$ cat src/rtl/rs_byte_framer.sv
// rs_byte_framer: edge-captured byte stream into a fall-through FIFO tagged with frame boundaries
// Ports:
//   clk, reset (async, active-low)
//   Rx_DATA/Rx_VALID       : receiver byte and level strobe (one byte per rising strobe)
//   out_data/out_valid/out_ready/out_last : FIFO head handshake, out_last marks frame end
//   ce_out, frame_done, frame_abort       : one-cycle event pulses
//   overflow (sticky), byte_idx (write-side frame index), fifo_level (occupancy)
module rs_byte_framer #(
  parameter int DATA_W     = 8,
  parameter int FIFO_DEPTH = 16,
  parameter int FRAME_LEN  = 204,
  parameter int TIMEOUT    = 0
) (
  input  logic                           clk,
  input  logic                           reset,
  input  logic [DATA_W-1:0]              Rx_DATA,
  input  logic                           Rx_VALID,
  output logic [DATA_W-1:0]              out_data,
  output logic                           out_valid,
  input  logic                           out_ready,
  output logic                           out_last,
  output logic                           ce_out,
  output logic                           frame_done,
  output logic                           frame_abort,
  output logic                           overflow,
  output logic [$clog2(FRAME_LEN)-1:0]   byte_idx,
  output logic [$clog2(FIFO_DEPTH):0]    fifo_level
);
  localparam int BW = $clog2(FRAME_LEN);
  localparam int PW = $clog2(FIFO_DEPTH);
  localparam int LW = PW + 1;
  localparam int IW = $clog2(TIMEOUT > 1 ? TIMEOUT : 2);
  localparam logic [BW-1:0] LAST_IDX = BW'(FRAME_LEN - 1);
  localparam logic [LW-1:0] DEPTH_L = LW'(FIFO_DEPTH);
  localparam logic [IW-1:0] IDLE_MAX = IW'(TIMEOUT > 0 ? TIMEOUT - 1 : 0);
  typedef enum logic {WAIT, RECV} state_t;
  state_t st, nxt;
  logic [DATA_W:0] mem [FIFO_DEPTH];
  logic [PW-1:0] wr_ptr, rd_ptr;
  logic [IW-1:0] idle;
  logic rx_q, armed, cap, rd, wr, is_last, abort;
  // armed blocks a strobe that was already high when reset released
  assign cap = Rx_VALID & ~rx_q & armed;
  assign rd = out_valid & out_ready;
  // a same-edge pop frees the slot, so full only blocks when nothing is read
  assign wr = cap & ((fifo_level != DEPTH_L) | rd);
  assign is_last = byte_idx == LAST_IDX;
  assign out_valid = fifo_level != '0;
  assign out_data = out_valid ? mem[rd_ptr][DATA_W-1:0] : '0;
  assign out_last = out_valid & mem[rd_ptr][DATA_W];
  always_comb begin
    abort = st == RECV && !wr && TIMEOUT > 0 && idle == IDLE_MAX;
    nxt = st;
    if (st == WAIT) nxt = wr ? RECV : WAIT;
    else if ((wr && is_last) || abort) nxt = WAIT;
  end
  always_ff @(posedge clk or negedge reset)
    if (!reset) begin
      st          <= WAIT;
      rx_q        <= 1'b0;
      armed       <= 1'b0;
      wr_ptr      <= '0;
      rd_ptr      <= '0;
      fifo_level  <= '0;
      byte_idx    <= '0;
      idle        <= '0;
      ce_out      <= 1'b0;
      frame_done  <= 1'b0;
      frame_abort <= 1'b0;
      overflow    <= 1'b0;
    end else begin
      st          <= nxt;
      rx_q        <= Rx_VALID;
      armed       <= armed | ~Rx_VALID;
      wr_ptr      <= wr ? wr_ptr + PW'(1) : wr_ptr;
      rd_ptr      <= rd ? rd_ptr + PW'(1) : rd_ptr;
      fifo_level  <= fifo_level + LW'(wr) - LW'(rd);
      byte_idx    <= abort ? '0 : wr ? (is_last ? '0 : byte_idx + BW'(1)) : byte_idx;
      idle        <= (st == RECV && !wr && !abort && TIMEOUT > 0) ? idle + IW'(1) : '0;
      ce_out      <= wr;
      frame_done  <= wr & is_last;
      frame_abort <= abort;
      overflow    <= overflow | (cap & ~wr);
    end
  always_ff @(posedge clk)
    if (wr) mem[wr_ptr] <= {is_last, Rx_DATA};
endmodule
$ cat config.mk
export PLATFORM = sky130hd
export DESIGN_NAME = rs_byte_framer
export DESIGN_NICKNAME = d
export VERILOG_FILES = /design/src/rtl/rs_byte_framer.sv
export SDC_FILE = /design/constraint.sdc
export NUM_CORES = 1
export LEC_CHECK = 0
export ABC_AREA = 1
export CAP_MARGIN = 20
export CORE_ASPECT_RATIO = 0.75
export CORE_UTILIZATION = 50
export CTS_BUF_LIST = sky130_fd_sc_hd__clkbuf_4 sky130_fd_sc_hd__clkbuf_8 sky130_fd_sc_hd__clkbuf_16
export CTS_CLUSTER_DIAMETER = 200
export DETAILED_ROUTE_END_ITERATION = 10
export PLACE_DENSITY_LB_ADDON = 0.1
export SLEW_MARGIN = 20
export SYNTH_ARGS = -nofsm -noshare
export SYNTH_HDL_FRONTEND = slang
export SYNTH_SLANG_ARGS = --single-unit
$ cat constraint.sdc
create_clock -name clk -period 3.5 [get_ports clk]
set_input_delay 0.35 -clock clk [delete_from_list [all_inputs] [get_ports clk]]
set_output_delay 0.35 -clock clk [all_outputs]
set_load 0.01 [all_outputs]
==> results.py, run 1 <==
metrics = {
    "floorplanning": {
        "rows": 37,
        "ios": 39,
        "fp.dieH_um": 106,
        "die-area_um2": 15000,
        "die_w_um": 141,
        "start_util_pct": 52.1,
        "core_area_um2": 13900,
    },
    "sta": {
        "fin_skew_ns": 0.0135,
        "hold_violations": 0,
        "fin_crit_sh_pct": 90.8,
        "tightestPinTransition_ns": 0.954,
        "rsz0062_at_grt": "no",
        "setup_viol": 0,
        "timing.setup.tns_ns": 0,
        "slew_violations": 0,
        "maxSlewHeadroom_pct": 36.2,
        "fin_crit_ns": 3.18,
        "fmax_ghz": 0.315,
    },
    "final_layout": {
        "layout-drive-gt1-share_pct": 9.30,
        "n_fill_cell": 1134,
        "final_nets": 711,
        "fin_util_pct": 60.2,
        "area_growth_pct": 15.7,
        "antennaDiodeCount": 0,
    },
    "pwr": {
        "pwr_density_cell_nw_per_um2": 823,
        "p_leak_nw": 3.23,
        "worst_ir_drop_vdd_v": 0.000363,
    },
    "detailed_routing": {
        "drc": 0,
        "dr.pass1.iters": 5,
        "drt-initial-drc-count": 464,
        "drtAntennaViolNets": 0,
        "routed_wl_um": 16200,
        "vias_per_cell": 5.31,
        "vias": 4745,
        "route.detailed.wl_per_inst_um": 18.1,
    },
    "cts": {
        "cts_root_buf": "clkbuf_16",
        "postCtsSetupBuffers": 0,
        "cts_tree": "built",
        "cts.hold.buffers_added": 0,
        "clk_pin_slew_ns": 0.07,
        "cts_buffer_depth": 2,
        "numCtsBuffers": 17,
        "cts-htree-levels": 4,
        "cts_resized": 0,
        "clock_latency_ns": 0.42,
        "clock_sinks": 170,
    },
    "run": {
        "maxCapViolations": 0,
    },
    "min_path": {
        "whs_path_depth": 1,
        "worstHoldStart": "Rx_VALID",
        "worstHoldEndpoint": "rx_q$_DFF_PN0_",
        "hold_class": "primary input to register",
    },
    "setup_path": {
        "crit_type": "register to output port",
        "rr_endpoint": "fifo_level[4]$_DFF_PN0_",
        "end_kind": "output port",
        "critPathMaxFanout": 37,
        "r2r_slack_ns": 0.81,
        "crit_slowest_cell": "dfrtp_1",
        "crit_family": "buffers and inverters",
        "startpoint_type": "register",
        "cp.required_ns": 3.15,
        "critPathMaxStageDelay_ns": 0.61,
        "path_cells": "inv_2, nand3_1, nand3_1, nand2_1, nand2_1, a21oi_1, clkdlybuf4s50_1",
        "r2r-start": "fifo_level[2]$_DFF_PN0_",
        "cp.arrival_ns": 2.83,
        "crit_start": "rd_ptr[1]$_DFFE_PN0P_",
        "r2r_cells": 14,
        "path_depth": 7,
        "cp_num_buf_inv": 2,
    },
    "global_routing": {
        "gr-total-overflow": 0,
        "grt_max_degree": 38,
        "grtUsageTotal_pct": 23.2,
        "grt_pass1_wl_um": 25400,
        "antenna_found_initial": 1,
        "first_global_vias": 4598,
    },
    "synth": {
        "ys_types": 28,
        "avgSynthCellArea_um2": 11.4,
        "synth.yosys.seq_area_share_pct": 68.5,
        "syn-cell-area_um2": 7260,
        "ys_ff_latch": 170,
        "synth_fp_nets": 662,
        "yosys_warnings": 0,
        "synth_cells": 637,
    },
    "placement": {
        "gp_congestion": 0.845,
        "portBuffers": 37,
        "dpl.hpwl_um": 9930,
    },
    "outcome": {
        "status": "completed",
    },
}
## cell usage after synthesis
master    instances  share of area [%]
dfrtp_1          26                9.0
or2_2             1              0.086
nand2_2           3               0.26
nand3_1         118                8.1
o21bai_1          1               0.10
nor2_1           28                1.4
conb_1            1              0.052
xnor2_1           2               0.24
buf_6            13                2.0
inv_2             4               0.21
a21oi_2           1               0.12
o21ai_0           2               0.14
edfxtp_1        144                 60
nand4_1           1              0.086
o211ai_1          1               0.10
clkinv_1          2               0.10
o21ai_1           7               0.48
inv_1            20                1.0
xor2_1           12                1.4
ha_1             12                2.1
nor3_1            1              0.069
buf_1             1              0.052
nand2_1         207                 11
nor3b_4           1               0.26
buf_4             3               0.31
buf_2            13               0.90
fa_1              1               0.28
a21oi_1          11               0.76
## report_power, final
group          total (mW)  internal [mW]  switching (mW)
registers            2.59           2.40           0.194
clock network        1.85           1.07           0.780
logic                2.46          0.934            1.52
total                6.90           4.41            2.50
## registers in the layout, summed over array words and instances, names as in the netlist
name        flops
armed           1
byte_idx        8
ce_out          1
fifo_level      5
frame_done      1
mem           144
overflow        1
rd_ptr          4
rx_q            1
wr_ptr          4
## kinds of logic after synthesis
logic type | Yosys count | share of synthesized area (%)
flip-flops | 170 | 68.5
AO/OA/AOI/OAI | 23 | 1.71
buffers and inverters | 56 | 4.62
AND/OR/NAND/NOR | 360 | 21.0
XOR/XNOR | 14 | 1.69
other | 1 | 0.0517
adder cells (fa/ha/maj) | 13 | 2.34
## per-stage QoR
stage          area (µm²)  power, mW  cells  setup WS, ns  hold WS [ns]
2_1_floorplan        7260       4.26    637         0.964        0.0544
3_3_place_gp         7810       5.04    862         0.786         0.456
3_5_place_dp         7810       5.09    862         0.676         0.489
4_1_cts              8390       6.95    894         0.295         0.389
5_1_grt              8390       7.32    894         0.147         0.405
6_report             8390       6.90    894         0.323         0.397
## placed cells by master (no fill, tap or decap), drive strengths merged, types with 12 or more instances in the layout
cell type / instances
a21oi: 12
buf: 23
clkbuf: 19
clkdlybuf4s50: 37
dfrtp: 26
edfxtp: 144
ha: 12
inv: 27
nand2: 210
nand3: 118
nor2: 28
xor2: 12
## per-layer routing
| layer | GRT usage (%) | part of all wire, % | up-vias |
|---|---|---|---|
| li1 | - | - | 2276 |
| met1 | 33.5 | 47 | 2319 |
| met2 | 35.6 | 46 | 133 |
| met3 | 4.41 | 5.8 | 15 |
| met4 | 7.45 | 0.85 | 2 |
| met5 | 0 | 0.080 | - |
## worst max path at each step
stage,slack (ns),to
global route,0.15,out_data[2]
global placement,0.79,fifo_level[4]$_DFF_PN0_
floorplan,0.96,fifo_level[4]$_DFF_PN0_
CTS,0.30,out_data[2]
finish,0.32,out_data[2]
detailed placement,0.68,fifo_level[4]$_DFF_PN0_
## layout make-up
type / instances / area [µm²] / area share, %
clock buffers: 19 / 440 / 5.25
clock inverters: 13 / 145 / 1.73
inverters: 26 / 97.6 / 1.16
multi-input cells: 411 / 1950 / 23.2
flip-flops and latches: 170 / 4980 / 59.3
well taps: 195 / 244 / 2.91
repair buffers: 60 / 543 / 6.47
No activity file was read; power rests on OpenSTA's default activity.
==> inputs of run 2 (changes only) <==
Settings changed: CORE_ASPECT_RATIO 0.75 to 0.7, GPL_TIMING_DRIVEN set to 1, SLEW_MARGIN 20 to not set.
==> results.py, run 2 (same netlist as run 1, synthesis figures left out) <==
metrics = {
    "placement": {
        "preCtsSetupSlack_ns": 0.692,
        "dpl.hpwl_um": 10000,
        "dpl-instance-area_um2": 7840,
        "portBuffers": 37,
        "gp_congestion": 0.765,
    },
    "sta": {
        "rsz0062_at_grt": "no",
        "whs_ns": 0.298,
        "setup_viol": 0,
        "slew_violations": 0,
        "fin_skew_ns": 0.00931,
        "maxSlewHeadroom_pct": 44.6,
        "fmax_ghz": 0.319,
        "fin_crit_sh_pct": 89.5,
        "hold_violations": 0,
        "fin_crit_ns": 3.13,
        "tightestPinTransition_ns": 0.830,
        "fin_ws_ns": 0.367,
        "timing.setup.tns_ns": 0,
    },
    "final_layout": {
        "layout_common_cells": "nand2_1, edfxtp_1, nand3_1",
        "largest_reg_flops": 144,
        "final_nets": 713,
        "regMostFlops": "mem",
        "area_growth_pct": 16.8,
        "final_common_cell": "nand2_1",
        "antennaDiodeCount": 0,
        "layout-drive-gt1-share_pct": 9.56,
        "top_regs": "mem: 144 flops, byte_idx: 8 flops, fifo_level: 5 flops",
        "stdcell_area_um2": 8480,
    },
    "setup_path": {
        "crit_family": "buffers and inverters",
        "cp.arrival_ns": 2.78,
        "crit_slowest_cell": "clkdlybuf4s50_1",
        "critPathMaxStageDelay_ns": 0.59,
        "cp_num_buf_inv": 3,
        "crit_type": "register to output port",
        "startpoint_type": "register",
        "r2r_slack_ns": 0.82,
        "critPathMaxFanout": 37,
        "path_cells": "buf_4, inv_2, nand3_1, nand3_1, nand2_1, nand2_1, a21oi_1, clkdlybuf4s50_1",
        "end_kind": "output port",
        "cp.required_ns": 3.15,
    },
    "cts": {
        "cts_resized": 0,
        "cts_tree": "built",
        "clock_latency_ns": 0.42,
        "cts.hold.buffers_added": 0,
        "clock_sinks": 170,
        "clk_pin_slew_ns": 0.07,
        "cts-htree-levels": 4,
        "numCtsBuffers": 17,
        "cts_buffer_depth": 2,
        "cts_root_buf": "clkbuf_16",
        "postCtsSetupBuffers": 0,
    },
    "detailed_routing": {
        "drt-initial-drc-count": 331,
        "vias": 4737,
        "drc": 0,
        "vias_per_cell": 5.32,
        "drtAntennaViolNets": 0,
        "dr.pass1.iters": 4,
        "routed_wl_um": 16300,
        "route.detailed.wl_per_inst_um": 18.2,
    },
    "global_routing": {
        "grtUsageTotal_pct": 23.4,
        "first_global_vias": 4599,
        "antenna_found_initial": 0,
        "gr-total-overflow": 0,
        "grt_pass1_wl_um": 25600,
        "grt_max_degree": 75,
    },
    "floorplanning": {
        "fp.dieH_um": 103,
        "rows": 36,
        "core_area_um2": 14100,
        "die_w_um": 146,
        "start_util_pct": 51.6,
        "ios": 39,
        "die-area_um2": 15000,
    },
    "min_path": {
        "hold_class": "primary input to async pin",
    },
    "outcome": {
        "status": "completed",
    },
    "pwr": {
        "pwr_density_cell_nw_per_um2": 841,
        "power_mw": 7.13,
        "worst_ir_drop_vdd_v": 0.000516,
        "p_leak_nw": 3.28,
    },
    "run": {
        "maxCapViolations": 0,
    },
}
-- run 2: path summary, 6_finish.rpt --
path / cells after the start / startpoint / endpoint
max in group asynchronous: 2 / reset / rd_ptr[0]$_DFFE_PN0P_
worst min register to register: 1 / overflow$_DFF_PN0_ / overflow$_DFF_PN0_
worst max-delay path: 8 / rd_ptr[1]$_DFFE_PN0P_ / out_last
min in group clk: 1 / Rx_VALID / rx_q$_DFF_PN0_
worst min-delay path: 2 / reset / byte_idx[3]$_DFFE_PN0P_
worst max register to register: 14 / fifo_level[3]$_DFF_PN0_ / fifo_level[4]$_DFF_PN0_
-- run 2: area by class of cell --
cell class / instances / area (µm²)
clock buffer: 17 / 425
multi-input combinational: 411 / 1950
fill: 1182 / 5580
inverter: 26 / 97.6
tap: 190 / 238
sequential: 170 / 4980
timing repair buffer: 62 / 583
clock inverter: 15 / 209
-- run 2: per-layer routing --
layer  part of all wire (%)  vias to the layer above  track usage (%)
li1                       -                     2275                -
met1                     46                     2309             33.0
met2                     47                      138             37.7
met3                    5.7                       15             4.42
met4                    1.2                        0             6.49
met5                      0                        -                0
-- run 2: through the flow --
stage / cells / util [%]
6_report: 891 / 60.3
5_1_grt: 891 / 60.3
4_1_cts: 891 / 60.3
3_5_place_dp: 859 / 55.8
3_3_place_gp: 859 / 55.8
2_1_floorplan: 637 / -
-- run 2: where the power goes --
group	switching, mW	total [mW]	internal, mW
registers	0.153	2.55	2.40
logic	1.59	2.57	0.974
clock network	0.804	2.01	1.21
total	2.55	7.13	4.58
